==> config.mk <==
export PLATFORM = sky130hd
export DESIGN_NAME = panel_input_conditioner
export DESIGN_NICKNAME = d
export VERILOG_FILES = /design/src/rtl/panel_input_conditioner_pkg.sv /design/src/rtl/panel_input_conditioner_channel.sv /design/src/rtl/panel_input_conditioner.sv
export SDC_FILE = /design/constraint.sdc
export NUM_CORES = 1
export LEC_CHECK = 0
export BUFFER_PORTS_ARGS = -buffer_cell sky130_fd_sc_hd__buf_4
export CAP_MARGIN = 5
export CORE_MARGIN = 5
export CORE_UTILIZATION = 56
export DETAILED_ROUTE_END_ITERATION = 7
export PLACE_DENSITY = 0.77
export SLEW_MARGIN = 40
export SYNTH_ARGS = -nofsm -noshare
export SYNTH_HDL_FRONTEND = slang
export SYNTH_SLANG_ARGS = --single-unit
==> constraint.sdc <==
create_clock -name clk -period 1.85 [get_ports clk]
set_input_delay 0.185 -clock clk [delete_from_list [all_inputs] [get_ports clk]]
set_output_delay 0.185 -clock clk [all_outputs]
set_load 0.005 [all_outputs]
==> src/rtl/panel_input_conditioner_pkg.sv <==
// Shared definitions for the front-panel input conditioner: counter sizing,
// default 27 MHz timing constants and the per-channel debounce state type.
package panel_pkg;

  localparam int DEBOUNCE_10MS = 270000;
  localparam int REPEAT_500MS  = 13500000;
  localparam int REPEAT_100MS  = 2700000;

  typedef enum logic {STABLE, SETTLING} deb_state_e;

  // Bits needed for a counter sized by n, never narrower than one bit.
  function automatic int cnt_width(int n);
    return $clog2((n < 2) ? 2 : n);
  endfunction

endpackage

==> src/rtl/panel_input_conditioner_channel.sv <==
// One conditioned input: 2-flop synchroniser, polarity fix, debounce FSM,
// registered edge pulses and optional auto-repeat press ticks.
module input_debounce_channel
  import panel_pkg::*;
#(
  parameter int DEBOUNCE_CYCLES = DEBOUNCE_10MS,
  parameter bit ACTIVE_LOW      = 1'b0,
  parameter bit REPEAT_EN       = 1'b0,
  parameter int REPEAT_DELAY    = REPEAT_500MS,
  parameter int REPEAT_PERIOD   = REPEAT_100MS
) (
  input  logic clk,
  input  logic rst_n,
  input  logic raw_in,
  output logic level,
  output logic rise,
  output logic fall,
  output logic press
);

  localparam int DW   = cnt_width(DEBOUNCE_CYCLES);
  localparam int RMAX = (REPEAT_DELAY > REPEAT_PERIOD) ? REPEAT_DELAY : REPEAT_PERIOD;
  localparam int RW   = cnt_width(RMAX);

  localparam logic [DW-1:0] DEB_LAST    = DW'(DEBOUNCE_CYCLES - 1);
  localparam logic [RW-1:0] DELAY_LAST  = RW'(REPEAT_DELAY - 1);
  localparam logic [RW-1:0] PERIOD_LAST = RW'(REPEAT_PERIOD - 1);
  localparam logic [RW-1:0] RPT_SAT     = RW'(RMAX - 1);

  logic [1:0]    sync_q;
  logic          s;
  deb_state_e    state, state_nxt;
  logic [DW-1:0] cnt, cnt_nxt;
  logic          accept;
  logic [RW-1:0] rpt_cnt;
  logic          rpt_first;
  logic          tick;

  // Synchroniser idles at the inactive pin level so reset never looks like a press.
  always_ff @(posedge clk or negedge rst_n) begin
    if (!rst_n) sync_q <= {2{ACTIVE_LOW}};
    else        sync_q <= {sync_q[0], raw_in};
  end

  assign s = sync_q[1] ^ ACTIVE_LOW;

  always_comb begin
    state_nxt = state;
    cnt_nxt   = cnt;
    accept    = 1'b0;
    case (state)
      STABLE: begin
        if (s != level) begin
          state_nxt = SETTLING;
          cnt_nxt   = cnt + 1'b1;
        end
      end
      SETTLING: begin
        if (s == level) begin
          state_nxt = STABLE;
          cnt_nxt   = '0;
        end else if (cnt == DEB_LAST) begin
          accept    = 1'b1;
          state_nxt = STABLE;
          cnt_nxt   = '0;
        end else begin
          cnt_nxt = cnt + 1'b1;
        end
      end
      default: begin
        state_nxt = STABLE;
        cnt_nxt   = '0;
      end
    endcase
  end

  // A tick coinciding with the release edge is suppressed.
  assign tick = REPEAT_EN && level && !accept &&
                (rpt_first ? (rpt_cnt == DELAY_LAST) : (rpt_cnt == PERIOD_LAST));

  always_ff @(posedge clk or negedge rst_n) begin
    if (!rst_n) begin
      state <= STABLE;
      cnt   <= '0;
      level <= 1'b0;
      rise  <= 1'b0;
      fall  <= 1'b0;
      press <= 1'b0;
    end else begin
      state <= state_nxt;
      cnt   <= cnt_nxt;
      level <= level ^ accept;
      rise  <= accept & ~level;
      fall  <= accept & level;
      press <= (accept & ~level) | tick;
    end
  end

  // Repeat counter restarts on every accepted edge and holds at zero while released.
  always_ff @(posedge clk or negedge rst_n) begin
    if (!rst_n) begin
      rpt_cnt   <= '0;
      rpt_first <= 1'b1;
    end else if (!REPEAT_EN || !level || accept) begin
      rpt_cnt   <= '0;
      rpt_first <= 1'b1;
    end else if (tick) begin
      rpt_cnt   <= '0;
      rpt_first <= 1'b0;
    end else if (rpt_cnt != RPT_SAT) begin
      rpt_cnt <= rpt_cnt + 1'b1;
    end
  end

endmodule

==> src/rtl/panel_input_conditioner.sv <==
// Front-panel input conditioner: one independent debounce channel per button
// or switch, with a combined "anything held" indication.
module panel_input_conditioner
  import panel_pkg::*;
#(
  parameter int                  CHANNELS        = 8,
  parameter int                  DEBOUNCE_CYCLES = DEBOUNCE_10MS,
  parameter logic [CHANNELS-1:0] ACTIVE_LOW_MASK = '0,
  parameter logic [CHANNELS-1:0] REPEAT_MASK     = '0,
  parameter int                  REPEAT_DELAY    = REPEAT_500MS,
  parameter int                  REPEAT_PERIOD   = REPEAT_100MS
) (
  input  logic                clk,
  input  logic                rst_n,
  input  logic [CHANNELS-1:0] raw_in,
  output logic [CHANNELS-1:0] level,
  output logic [CHANNELS-1:0] rise,
  output logic [CHANNELS-1:0] fall,
  output logic [CHANNELS-1:0] press,
  output logic                any_active
);

  for (genvar i = 0; i < CHANNELS; i++) begin : g_ch
    input_debounce_channel #(
      .DEBOUNCE_CYCLES(DEBOUNCE_CYCLES),
      .ACTIVE_LOW     (ACTIVE_LOW_MASK[i]),
      .REPEAT_EN      (REPEAT_MASK[i]),
      .REPEAT_DELAY   (REPEAT_DELAY),
      .REPEAT_PERIOD  (REPEAT_PERIOD)
    ) u_ch (
      .clk   (clk),
      .rst_n (rst_n),
      .raw_in(raw_in[i]),
      .level (level[i]),
      .rise  (rise[i]),
      .fall  (fall[i]),
      .press (press[i])
    );
  end

  assign any_active = |level;

endmodule

Word-level counts from Yosys, hierarchy flattened
Cells that the tools add are included.
Storage, ports and cells
  register bits after elaboration: 200
  bits in latches: 0
  bits in writable memories: 0
  memory bits (read-only): 0
  word-level logic and storage cells: 217
  memories: 0
Operators by class
  add/sub/neg operators: 8
  $mul: 0
  div/mod/pow operators: 0
  order comparisons: 0
  eq/ne operators: 32
  shift operators: 0
  muxes and demuxes: 88
  bitwise logic cells: 40
  reduce and logical (&&, ||, !) cells: 1
Operators with widths (count)
  $mux 19: 24
  $pmux 19 s2: 8
  $add 19x1->19 const B: 8
  $eq 19x19->1 const B: 8
  $mux 1: 48
  $and 1x1->1: 16
  $ne 2x1->1 const B: 8
  $not 1->1: 16
  $pmux 1 s2: 8
  $eq 1x1->1: 8
  $ne 1x1->1: 8
  $reduce_or 8->1: 1
  $xor 1x1->1: 8

Depth between registers and ports, before layout
Gate-level depths: netlist of the first run.
  word-level depth: 5
  mapped depth: 9

By module
Synthesis of the first run repeated with hierarchy kept, for this count alone.
Unflattened totals
  cells, all modules: 1099
  area total of the unflattened synthesis: 10436.3 µm²
By module, submodules not included
  input_debounce_channel: times used 8, cells each 137, area an instance 1302.5 µm², seq. area each 625.6 µm²
  panel_input_conditioner: times used 1, cells each 3, area an instance 16.3 µm², seq. area each 0.0 µm²

Worst setup path before layout of the first run
No wires, ideal clock.
  path kind: register -> register
  from: reg g_ch[2].u_ch.cnt[16]
  to: reg g_ch[2].u_ch.cnt[18]
  arrival: 1.780 ns
  required time: 1.726 ns
  slack: -0.054 ns
  cell stages (with the launch flop): 8
  path buffers: 1
  period minus slack after synthesis: 1.904 ns
  path through: dfrtp_1 > or4_4 > nor4_4 > a21o_1 > buf_6 > inv_4 > and3_1 > a211o_1
On the way
  word-level cells in the longest chain between the ends: 4
  elaborated cells between the ends (all ways): 6
RTL lines
  start: declaration: line panel_input_conditioner_channel.sv:33  | logic [DW-1:0] cnt, cnt_nxt;
  start signal: assignment: line panel_input_conditioner_channel.sv:91  | cnt <= cnt_nxt;
  $add 19x1->19 or $eq 19x19->1 (tied branches): line panel_input_conditioner_channel.sv:55, panel_input_conditioner_channel.sv:67, panel_input_conditioner_channel.sv:62
  $mux 19: line panel_input_conditioner_channel.sv:62  | end else if (cnt == DEB_LAST) begin
  $mux 19: line panel_input_conditioner_channel.sv:59  | if (s == level) begin
  $pmux 19 s2 *: line panel_input_conditioner_channel.sv:51  | case (state)
Every way passes the cells marked *; elsewhere a longest branch is shown, timed or not. The select of a mux whose other input is x is not followed.
A chain may end at the register's enable or synchronous reset.

Worst setup path after layout of the first run
  from: reg g_ch[3].u_ch.cnt[14]
  to: reg g_ch[3].u_ch.level
On the way
  word-level cells in the longest chain between the ends: 5
RTL lines
  start: declaration: line panel_input_conditioner_channel.sv:33
  start signal: assignment: line panel_input_conditioner_channel.sv:91
  $eq 19x19->1: line panel_input_conditioner_channel.sv:62
  $mux 1: line panel_input_conditioner_channel.sv:62
  $mux 1: line panel_input_conditioner_channel.sv:59
  $mux 1: line panel_input_conditioner_channel.sv:51
  $xor 1x1->1: line panel_input_conditioner_channel.sv:92  | level <= level ^ accept;
  end signal: assignment: line panel_input_conditioner_channel.sv:92
  end: declaration: line panel_input_conditioner_channel.sv:15  | output logic level,
Every way passes these cells.

==> reports/metrics.csv, run 1 <==
metric;value;unit
finalSetupViolCount;41;
antenna-diode-count;0;
grt.total_usage;23.34;%
clkTransAtPathRegs;70;ps
pwr_density_cell;675.2;mW/mm²
worstPathRequired;2230;ps
worstSetupPathType;flip-flop to flip-flop;
syn-mean-instance-area;9.232;µm²
placedInstanceArea;0.01197;mm²
clk_path_buf_depth;2;
placeableCoreArea;0.01864;mm²
route.detailed.vias_per_inst;6.088;
place_congestion;0.9001;
ir_worst_vdd;0.6587;mV
worst_path_dominant_cell_family;simple AND/OR/NAND/NOR gates;
place_ws;-75.12;ps
fmaxAchievable;485.5;MHz
outcome;finished, violations left;
timing.hold.worst.class;primary input to asynchronous set/reset pin;
crit_slowest_cell;or4b_4;
synth_warnings;0;
failed_checks;setup timing;
synth_sequential_area_ratio;47.47;%
synthesis.area;0.01054;mm²
total_grt_overflow;0;
finalMaxSlewViolations;0;
crit_path_start;g_ch[3].u_ch.cnt[14];
route.detailed.drc;0;
rr_worst_depth;7;
final.setup_skew;9.699;ps
cap_violations;0;
hold_viol_final;0;
num-fill-cells;1258;
ys_ff_latch;200;
floorplan.initialDensity;56.55;%
synth.lib_cells_used.distinct;65;
synth_flop_cell;dfrtp_1;
design.portCount;43;
first_iter_violations;606;
grt_setup_unrepaired;yes;
synth.net_count;1176;
area_of_the_die;0.02167;mm²
antenna_found_initial;0;
period_minus_slack;2060;ps
route.antenna.remaining_nets;0;
synth-async-reset-ratio;100.0;%
post-route-cell-area;0.01362;mm²
crit_fanout;3;
drive_gt1_share;29.65;%
finalNetCount;1370;
grt_max_degree;50;
reg2reg_from;g_ch[3].u_ch.cnt[14];
grt_pass1_wl;42730;µm
critical_path.endpoint_type;flip-flop;
fp.dieH;147.2;µm
tightest_slew;928.6;ps
final_cell_mix;dfrtp_1, buf_4, nand2_1, nand3_1, inv_1;
cts_buffers;17;
drt-pass1-iter-count;5;
worst_slack;-209.6;ps
synth_enable_flop_cells;0;
die_width;147.2;µm
maximum_cell_stage_delay_along_the_critical_path;560;ps
layout_worst_path_cycle_share;111.3;%
placed_wire_length_estimate_after_detailed_placement;17010;µm
crit_path_start_kind;flip-flop;
ctsRootBufferMaster;clkbuf_16;
fp-row-count;50;
wirelength;27060;µm
port_buffers;42;
syn_to_final_growth;29.15;%
worstPathCellList;or4b_4, nor3_4, buf_4, nand4_1, nor2_2, ha_1, inv_1;
wl_per_cell;17.10;µm
slew_headroom;38.03;%
p_leak;0.006270;µW
worst_skew_pair.late_latency;440;ps
dr_total_vias;9638;
netlist_instances;1142;
first_global_vias;9111;
cts_tree;built;
clkSinkCount;200;
buffer_and_inverter_count_on_the_worst_path;2;
timing.critical_path.depth;7;
critPathArrivalTime;2440;ps
clock_tree.htree_level_count;4;
report_power, final:
| group | total, µW | switching, µW | leakage [µW] | internal [µW] |
|---|---|---|---|---|
| Clock | 3610 | 1640 | 0.000281 | 1970 |
| Combinational | 959 | 510 | 0.00328 | 449 |
| Sequential | 4620 | 130 | 0.00271 | 4490 |
synthesized netlist by cell type, drive strengths merged (4+ instances only):
| library cell | instances | share of area (%) |
|---|---|---|
| or4b | 5 | 0.47 |
| or4 | 5 | 0.39 |
| buf | 48 | 3.3 |
| nor4 | 26 | 2.0 |
| nor2 | 60 | 2.1 |
| or3 | 33 | 2.0 |
| a22o | 17 | 1.4 |
| o22ai | 14 | 0.83 |
| and3 | 30 | 1.8 |
| o311ai | 4 | 0.33 |
| a21oi | 84 | 4.0 |
| nand2b | 7 | 0.42 |
| nand3 | 89 | 4.2 |
| nor3b | 5 | 0.36 |
| clkbuf | 16 | 0.57 |
| xnor2 | 9 | 0.75 |
| o31ai | 9 | 0.64 |
| nand4 | 37 | 2.2 |
| nor3 | 33 | 1.6 |
| mux2 | 4 | 0.43 |
| a21o | 30 | 2.1 |
| mux2i | 14 | 1.3 |
| inv | 68 | 2.5 |
| o21ai | 79 | 3.8 |
| nor4b | 5 | 0.56 |
| and2 | 12 | 0.71 |
| dfrtp | 200 | 47 |
| a31oi | 7 | 0.42 |
| nand3b | 5 | 0.36 |
| xor2 | 8 | 0.66 |
| ha | 24 | 2.8 |
| and4 | 7 | 0.58 |
| o41ai | 4 | 0.33 |
| nand2 | 115 | 4.1 |
layer usage:
metal,GRT usage (%),wire length (µm),up-vias
li1,-,-,4521
met1,30.62,11400,4753
met2,39.86,13640,306
met3,3.671,1326,58
met4,7.642,699,0
met5,0,0,-
layout make-up:
type                            instances  area, µm²  area share (%)
Clock inverter                         10      92.59          0.6800
Multi-Input combinational cell        812       5520           40.54
Inverter                               68      274.0           2.012
Sequential cell                       200       5007           36.78
Tap cell                              234      292.8           2.150
Clock buffer                           22      474.2           3.483
Timing Repair Buffer                  235       1937           14.23
Timing Repair inverter                  2      17.52          0.1287
worst paths after layout:
path	slack, ps	to
max	-210	g_ch[3].u_ch.level
min	260	g_ch[7].u_ch.cnt[0]
max reg2reg	-210	g_ch[3].u_ch.level
min reg2reg	350	g_ch[6].u_ch.sync_q[1]
max in group asynchronous	880	g_ch[6].u_ch.level
min in group clk	350	g_ch[6].u_ch.sync_q[1]
through the flow:
step	setup TNS, ps	cells	power, µW	utilization [%]	hold slack [ps]
after CTS	-611.8	1561	9097	68.95	281.4
after floorplan	-222.1	1142	5047	-	-110.6
after detailed placement	-944.8	1508	5435	64.22	171.8
final	-3402	1583	9193	73.03	264.0
after global placement	-206.4	1508	5405	64.17	172.4
after global routing	-10600	1583	9533	73.03	304.3
registers in the layout, summed over array words and instances (netlist names):
| register | cells |
|---|---|
| g_ch.u_ch.fall | 8 |
| g_ch.u_ch.cnt | 152 |
| g_ch.u_ch.state | 8 |
| g_ch.u_ch.level | 8 |
| g_ch.u_ch.sync_q | 16 |
| g_ch.u_ch.rise | 8 |
logic make-up (layout without fill, tap and decap cells):
| kind of cell | count (synthesis) | count (layout) | synth area share, % |
|---|---|---|---|
| buffers and inverters | 132 | 337 | 6.338 |
| AO/OA/AOI/OAI | 265 | 267 | 15.30 |
| adder cells (fa/ha/maj) | 24 | 24 | 2.848 |
| XOR/XNOR | 17 | 17 | 1.412 |
| AND/OR/NAND/NOR | 486 | 486 | 24.88 |
| flip-flops | 200 | 200 | 47.47 |
| multiplexers | 18 | 18 | 1.756 |
repair_timing:
| item | in CTS | in global routing |
|---|---|---|
| gates resized for setup | 31 | 162 |
| buffers inserted | 11 | 20 |
| setup endpoints to repair | 58 | 125 |
| hold buffers | 9 | 0 |
| hold endpoints to repair | 51 | 0 |
| cloned | 1 | 3 |
| pin swaps | 10 | 54 |
(Power assumes the default switching activity.)
==> inputs of run 2 (changes only) <==
--- a/config.mk
+++ b/config.mk
@@ -8,9 +8,9 @@
 export BUFFER_PORTS_ARGS = -buffer_cell sky130_fd_sc_hd__buf_4
 export CAP_MARGIN = 5
 export CORE_MARGIN = 5
-export CORE_UTILIZATION = 56
+export CORE_UTILIZATION = 62
 export DETAILED_ROUTE_END_ITERATION = 7
-export PLACE_DENSITY = 0.77
+export PLACE_DENSITY = 0.81
 export SLEW_MARGIN = 40
 export SYNTH_ARGS = -nofsm -noshare
 export SYNTH_HDL_FRONTEND = slang
==> constraint.sdc (replaced) <==
create_clock -name clk -period 2.3 [get_ports clk]
set_input_delay 0.23 -clock clk [delete_from_list [all_inputs] [get_ports clk]]
set_output_delay 0.23 -clock clk [all_outputs]
set_load 0.005 [all_outputs]
==> run 2 against run 1 <==
  * The flow now finishes without violations
  * Maximum frequency fell by 3.7%
  * Power fell by 17%
  * Critical path depth down 1
  * Routed wire length is 14% lower
  * Die area fell by 9.0%
  * Via count fell by 8.1%
  * Clock power down 5%
  * Cell area shrank 13%
  * Worst hold slack improved by 57 ps
  * Sequential power is 19% lower
  * Critical path type unchanged
  * Largest power group unchanged
==> reports/metrics.csv, run 2 (synthesis gave the netlist of run 1 again) <==
metric;value;unit;change
outcome;finished clean;;
antenna-diode-count;0;;unchanged
critPathArrivalTime;2460;ps;+20 ps
timing.critical_path.depth;6;;-1
post-route-cell-area;0.01189;mm²;-13%
p_leak;0.005423;µW;-14%
ir_worst_vdd;0.5675;mV;-14%
wirelength;23390;µm;-14%
largest_register;g_ch.u_ch.cnt;;
num-fill-cells;1232;;-2.1%
largestRegisters;g_ch.u_ch.cnt (152), g_ch.u_ch.sync_q (16);;
worstPathCellList;or4b_1, nor3_2, a41o_2, buf_4, o21ai_0, mux2_2;;
largest_reg_flops;152;;unchanged
total_grt_overflow;0;;unchanged
worstPathRequired;2620;ps;+390 ps
first_global_vias;8470;;-7.0%
fp-row-count;47;;-6.0%
grt_max_degree;63;;+26%
route.detailed.vias_per_inst;6.205;;+1.9%
crit_path_start;g_ch[3].u_ch.cnt[14];;
tightest_slew;836.8;ps;-91.72 ps
timing.hold.worst.class;primary input to asynchronous set/reset pin;;
cts_tree;built;;
placedCellCount;1388;;-8.0%
period_minus_slack;2138;ps;+78.65 ps
cts_buffers;17;;unchanged
slew_headroom;44.00;%;+6.0 points
pwr_density_cell;644.8;mW/mm²;-4.5%
dr_total_vias;8861;;-8.1%
syn_to_final_growth;12.79;%;
clkTransAtPathRegs;70;ps;about the same
pwr-share-seq;48.6;%;-1.7 points
route.antenna.remaining_nets;0;;unchanged
crit_path_start_kind;flip-flop;;
grt_setup_unrepaired;no;;
port_buffers;42;;unchanged
final_cell_mix;dfrtp_1, nand2_1, nand3_1, buf_4, a21oi_1;;
maximum_cell_stage_delay_along_the_critical_path;550;ps;about the same
drive_gt1_share;12.09;%;-18 points
setup_tns;0;ps;+3402 ps
drt-pass1-iter-count;8;;+3
fp.dieH;140.4;µm;-4.6%
clock_tree.htree_level_count;4;;unchanged
rr_worst_depth;6;;-1
ctsRootBufferMaster;clkbuf_16;;
design.portCount;43;;unchanged
antenna_found_initial;0;;unchanged
finalSetupViolCount;0;;-100%
p_sw_share;22.47;%;-2.3 points
crit_slowest_cell;or4b_1;;
layout.cells.non_filler;1428;;-9.8%
power.net_switching;1723;µW;-24%
internal_power;5944;µW;-14%
buffer_and_inverter_count_on_the_worst_path;1;;-1
finalNetCount;1230;;-10%
area_of_the_die;0.01971;mm²;-9.0%
worst_skew_pair.late_latency;440;ps;about the same
grt.total_usage;24.45;%;+1.1 points
cap_violations;0;;unchanged
worst_path_dominant_cell_family;simple AND/OR/NAND/NOR gates;;
placedInstanceArea;0.01112;mm²;-7.1%
post_cts.repair.setup_buffers;0;;-11
placed_wire_length_estimate_after_detailed_placement;15650;µm;-8.0%
floorplan.initialDensity;63.35;%;+6.8 points
grt_pass1_wl;40580;µm;-5.0%
wl_per_cell;16.38;µm;-4.2%
clk_path_buf_depth;2;;unchanged
place_congestion;0.9286;;+3.2%
setup_slack_of_the_most_critical_reg_to_reg_path;160;ps;+370 ps
first_iter_violations;680;;+12%
comb_power_share;6.7;%;-3.7 points
critical_path.reg2reg.endpoint;g_ch[3].u_ch.cnt[9];;
die_width;140.4;µm;-4.6%
layout_worst_path_cycle_share;92.97;%;-18 points
critPathCapture;g_ch[3].u_ch.cnt[9];;
reg2reg_from;g_ch[3].u_ch.cnt[14];;
fmaxAchievable;467.7;MHz;-3.7%
crit_fanout;10;;+7
clkSinkCount;200;;unchanged
mostFrequentLayoutCell;dfrtp_1;;
critical_path.endpoint_type;flip-flop;;
p_clk_share;44.7;%;+5.4 points
route.detailed.drc;0;;unchanged
placeableCoreArea;0.01664;mm²;-11%
cts_resized;0;;-100%
hold_viol_final;0;;unchanged
final.setup_skew;11.02;ps;+1.324 ps
finalMaxSlewViolations;0;;unchanged
worstSetupPathType;flip-flop to flip-flop;;
-- run 2: changes by cell type in the layout (fill, tap and decap cells not counted), moves of 6 or more --
cell     change
o21ai_1     -22
buf_6       -21
buf_4      -111
nor3_1       +6
a21oi_2     -43
nand3_1     +15
nor2_1       +9
nor2_2       -8
ha_1         +8
a21oi_1     +46
o21ai_0     +27
nor4_1       +6
nand3_2     -12
-- run 2: cell type report --
cell class	instances	area (µm²)	share of cell area, %
clock buffer	21	470.5	3.956
clock inverter	10	214.0	1.799
inverter	68	260.3	2.189
multi-input combinational	810	4870	40.95
sequential	200	5005	42.09
tap	220	275.3	2.315
timing repair buffer	99	797.0	6.702
-- run 2: worst min-delay path by stage --
| stage | slack (ps) | endpoint | from |
|---|---|---|---|
| floorplan | -70 | g_ch[0].u_ch.cnt[0] | rst_n |
| global placement | 230 | g_ch[7].u_ch.cnt[6] | rst_n |
| detailed placement | 230 | g_ch[7].u_ch.rise | rst_n |
| CTS | 320 | g_ch[7].u_ch.sync_q[1] | rst_n |
| global route | 360 | g_ch[0].u_ch.sync_q[1] | g_ch[0].u_ch.sync_q[0] |
| finish | 320 | g_ch[7].u_ch.sync_q[1] | rst_n |
-- run 2: per-stage QoR --
step | setup WS (ps) | hold WS, ps | utilization (%) | power (µW)
CTS | 187.3 | 324.5 | 71.45 | 7728
floorplan | 396.3 | -65.59 | - | 4055
finish | 161.8 | 320.8 | 71.45 | 7667
detailed placement | 208.4 | 231.6 | 66.80 | 4277
global route | 30.98 | 363.1 | 71.45 | 7980
global placement | 234.1 | 229.6 | 66.80 | 4250
-- run 2: repair_timing --
item                       in CTS  in global routing
hold endpoints to repair       61                  0
hold buffers                    9                  0
setup endpoints to repair       0                  0
-- run 2: layer usage --
| layer | track usage, % | part of all wire, % | wire length, µm |
|---|---|---|---|
| met1 | 33.75 | 45 | 10460 |
| met2 | 39.16 | 48 | 11300 |
| met3 | 4.158 | 4.9 | 1135 |
| met4 | 8.924 | 2.1 | 481 |
| met5 | 0 | 0 | 0 |
-- run 2: power groups by stage --
stage	Sequential (µW)	Clock (µW)	Combinational, µW
2_1_floorplan	3760	0	296
3_3_place_gp	3780	0	474
3_5_place_dp	3780	0	492
4_1_cts	3720	3490	516
5_1_grt	3740	3660	583
6_report	3720	3430	514
==> inputs of run 3 (changes only) <==
==> constraint.sdc (replaced) <==
create_clock -name clk -period 2.1 [get_ports clk]
set_input_delay 0.21 -clock clk [delete_from_list [all_inputs] [get_ports clk]]
set_output_delay 0.21 -clock clk [all_outputs]
set_load 0.005 [all_outputs]
==> run 3 against run 2 <==
  * Maximum frequency grew 4.0%
  * Clock skew fell by 1.8 ps
  * Sequential share of layout area fell by 0.91 points
  * Largest power group unchanged
==> reports/metrics.csv, run 3 (synthesis gave the netlist of run 1 again) <==
metric;value;unit;change
finalNetCount;1263;;+2.7%
worst_hold_slack;299.1;ps;-21.68 ps
num-fill-cells;1187;;-3.7%
worst_skew_pair.late_latency;440;ps;about the same
mostFrequentLayoutCell;dfrtp_1;;
route.detailed.vias_per_inst;6.154;;-0.83%
ctsRootBufferMaster;clkbuf_16;;
drive_gt1_share;15.78;%;+3.7 points
fp.dieH;140.4;µm;unchanged
layout_worst_path_cycle_share;97.88;%;+4.9 points
final.setup_skew;9.212;ps;-1.811 ps
comb_power_share;7.4;%;+0.7 points
first_global_vias;8608;;+1.6%
first_iter_violations;605;;-11%
crit_path_start_kind;flip-flop;;
die_width;140.4;µm;unchanged
outcome;finished clean;;
wl_per_cell;16.39;µm;about the same
total_grt_overflow;0;;unchanged
finalMaxSlewViolations;0;;unchanged
antenna-diode-count;0;;unchanged
finalSetupViolCount;0;;unchanged
design.portCount;43;;unchanged
slew_headroom;46.27;%;+2.3 points
drt-pass1-iter-count;6;;-2
grt_max_degree;53;;-16%
setup_tns;0;ps;unchanged
ir_worst_vdd;0.6169;mV;+8.7%
cap_violations;0;;unchanged
grt_pass1_wl;40680;µm;+0.24%
area_of_the_die;0.01971;mm²;unchanged
clock_tree.htree_level_count;4;;unchanged
regArea;0.005006;mm²;about the same
pwr-share-seq;51.3;%;+2.7 points
reg2reg_from;g_ch[3].u_ch.cnt[4];;
clkSinkCount;200;;unchanged
cts_tree;built;;
timing.hold.worst.class;primary input to asynchronous set/reset pin;;
dr_total_vias;8997;;+1.5%
pwr_density_cell;653.2;mW/mm²;+1.3%
largest_register;g_ch.u_ch.cnt;;
rr_worst_depth;6;;unchanged
hold_viol_final;0;;unchanged
worstSetupPathType;flip-flop to flip-flop;;
final_cell_mix;dfrtp_1, buf_4, nand2_1, nand3_1, a21oi_1;;
route.detailed.drc;0;;unchanged
fp-row-count;47;;unchanged
floorplan.initialDensity;63.35;%;unchanged
p_sw_share;24.51;%;+2.0 points
port_buffers;42;;unchanged
period_minus_slack;2055;ps;-82.83 ps
critPathArrivalTime;2370;ps;-90 ps
internal_power;5995;µW;+0.86%
cts_buffers;17;;unchanged
largestRegisters;g_ch.u_ch.cnt (152), g_ch.u_ch.sync_q (16);;
p_leak;0.005590;µW;+3.1%
wirelength;23960;µm;+2.4%
antenna_found_initial;0;;unchanged
multi_input_area;0.004977;mm²;+2.2%
placeableCoreArea;0.01664;mm²;unchanged
fmaxAchievable;486.5;MHz;+4.0%
clkTransAtPathRegs;70;ps;about the same
place_congestion;0.9118;;-1.8%
placed_wire_length_estimate_after_detailed_placement;15740;µm;+0.60%
crit_fanout;8;;-2
clk_path_buf_depth;2;;unchanged
critical_path.endpoint_type;flip-flop;;
largest_reg_flops;152;;unchanged
p_clk_share;41.3;%;-3.4 points
syn_to_final_growth;15.32;%;
worstPathRequired;2420;ps;-200 ps
route.antenna.remaining_nets;0;;unchanged
crit_path_start;g_ch[3].u_ch.cnt[4];;
tightest_slew;802.9;ps;-33.89 ps
power.net_switching;1946;µW;+13%
grt.total_usage;24.41;%;-0.038 points
==> run 3: cell types whose count changed in the layout (fill, tap and decap cells not counted), sizes merged <==
cell      previous run  this run
bufinv               6         2
clkinv               2         3
clkinvlp             1         5
inv                 69        71
buf                 89       122
clkbuf              22        20
==> run 3: power groups by stage <==
stage	Clock, µW	Sequential, µW	Combinational [µW]
3_3_place_gp	0	4130	536
2_1_floorplan	0	4120	324
5_1_grt	3510	4090	669
4_1_cts	3330	4070	575
6_report	3280	4080	588
3_5_place_dp	0	4140	553
==> run 3: cell type report <==
class / count / area share [%]
sequential: 200 / 41.18
inverter: 68 / 2.161
timing repair buffer: 132 / 8.624
clock buffer: 19 / 3.643
multi-input combinational: 810 / 40.94
clock inverter: 13 / 1.194
tap: 220 / 2.264
==> run 3: final timing paths <==
path,slack [ps],endpoint
max,40,g_ch[3].u_ch.cnt[9]
min,300,g_ch[3].u_ch.cnt[13]
max reg2reg,40,g_ch[3].u_ch.cnt[9]
min reg2reg,350,g_ch[6].u_ch.sync_q[1]
max in group asynchronous,1100,g_ch[2].u_ch.cnt[11]
min in group clk,350,g_ch[6].u_ch.sync_q[1]
==> run 3: routing by layer <==
layer,global-route usage [%],part of all wire (%),up-vias
li1,-,-,4304
met1,34.08,44,4364
met2,39.11,49,283
met3,4.533,5.0,46
met4,7.445,1.6,0
met5,0,0,-
==> run 3: stage by stage <==
| stage | setup WS, ps | instances | area (µm²) | power (µW) | util (%) |
|---|---|---|---|---|---|
| 2_1_floorplan | 196.3 | 1142 | 10540 | 4442 | - |
| 3_3_place_gp | 92.44 | 1412 | 11300 | 4671 | 67.88 |
| 3_5_place_dp | 19.77 | 1412 | 11300 | 4693 | 67.90 |
| 4_1_cts | 18.78 | 1453 | 11980 | 7974 | 71.97 |
| 5_1_grt | -53.96 | 1462 | 12160 | 8272 | 73.05 |
| 6_report | 44.62 | 1462 | 12160 | 7942 | 73.05 |
==> run 3: what timing repair did <==
action / 4_1_cts / 5_1_grt
gates resized for setup: 0 / 21
setup buffers: 0 / 9
setup endpoints to repair: 0 / 30
endpoints found under the hold margin: 53 / 0
hold buffers: 9 / 0
==> run 3: worst max-delay path: stages, from the launching register on <==
cell and delay (ps):
dfrtp_2 440, or4b_4 500, nor3_4 200, a41o_4 310, buf_6 120, o21ai_0 90
mux2_4 280
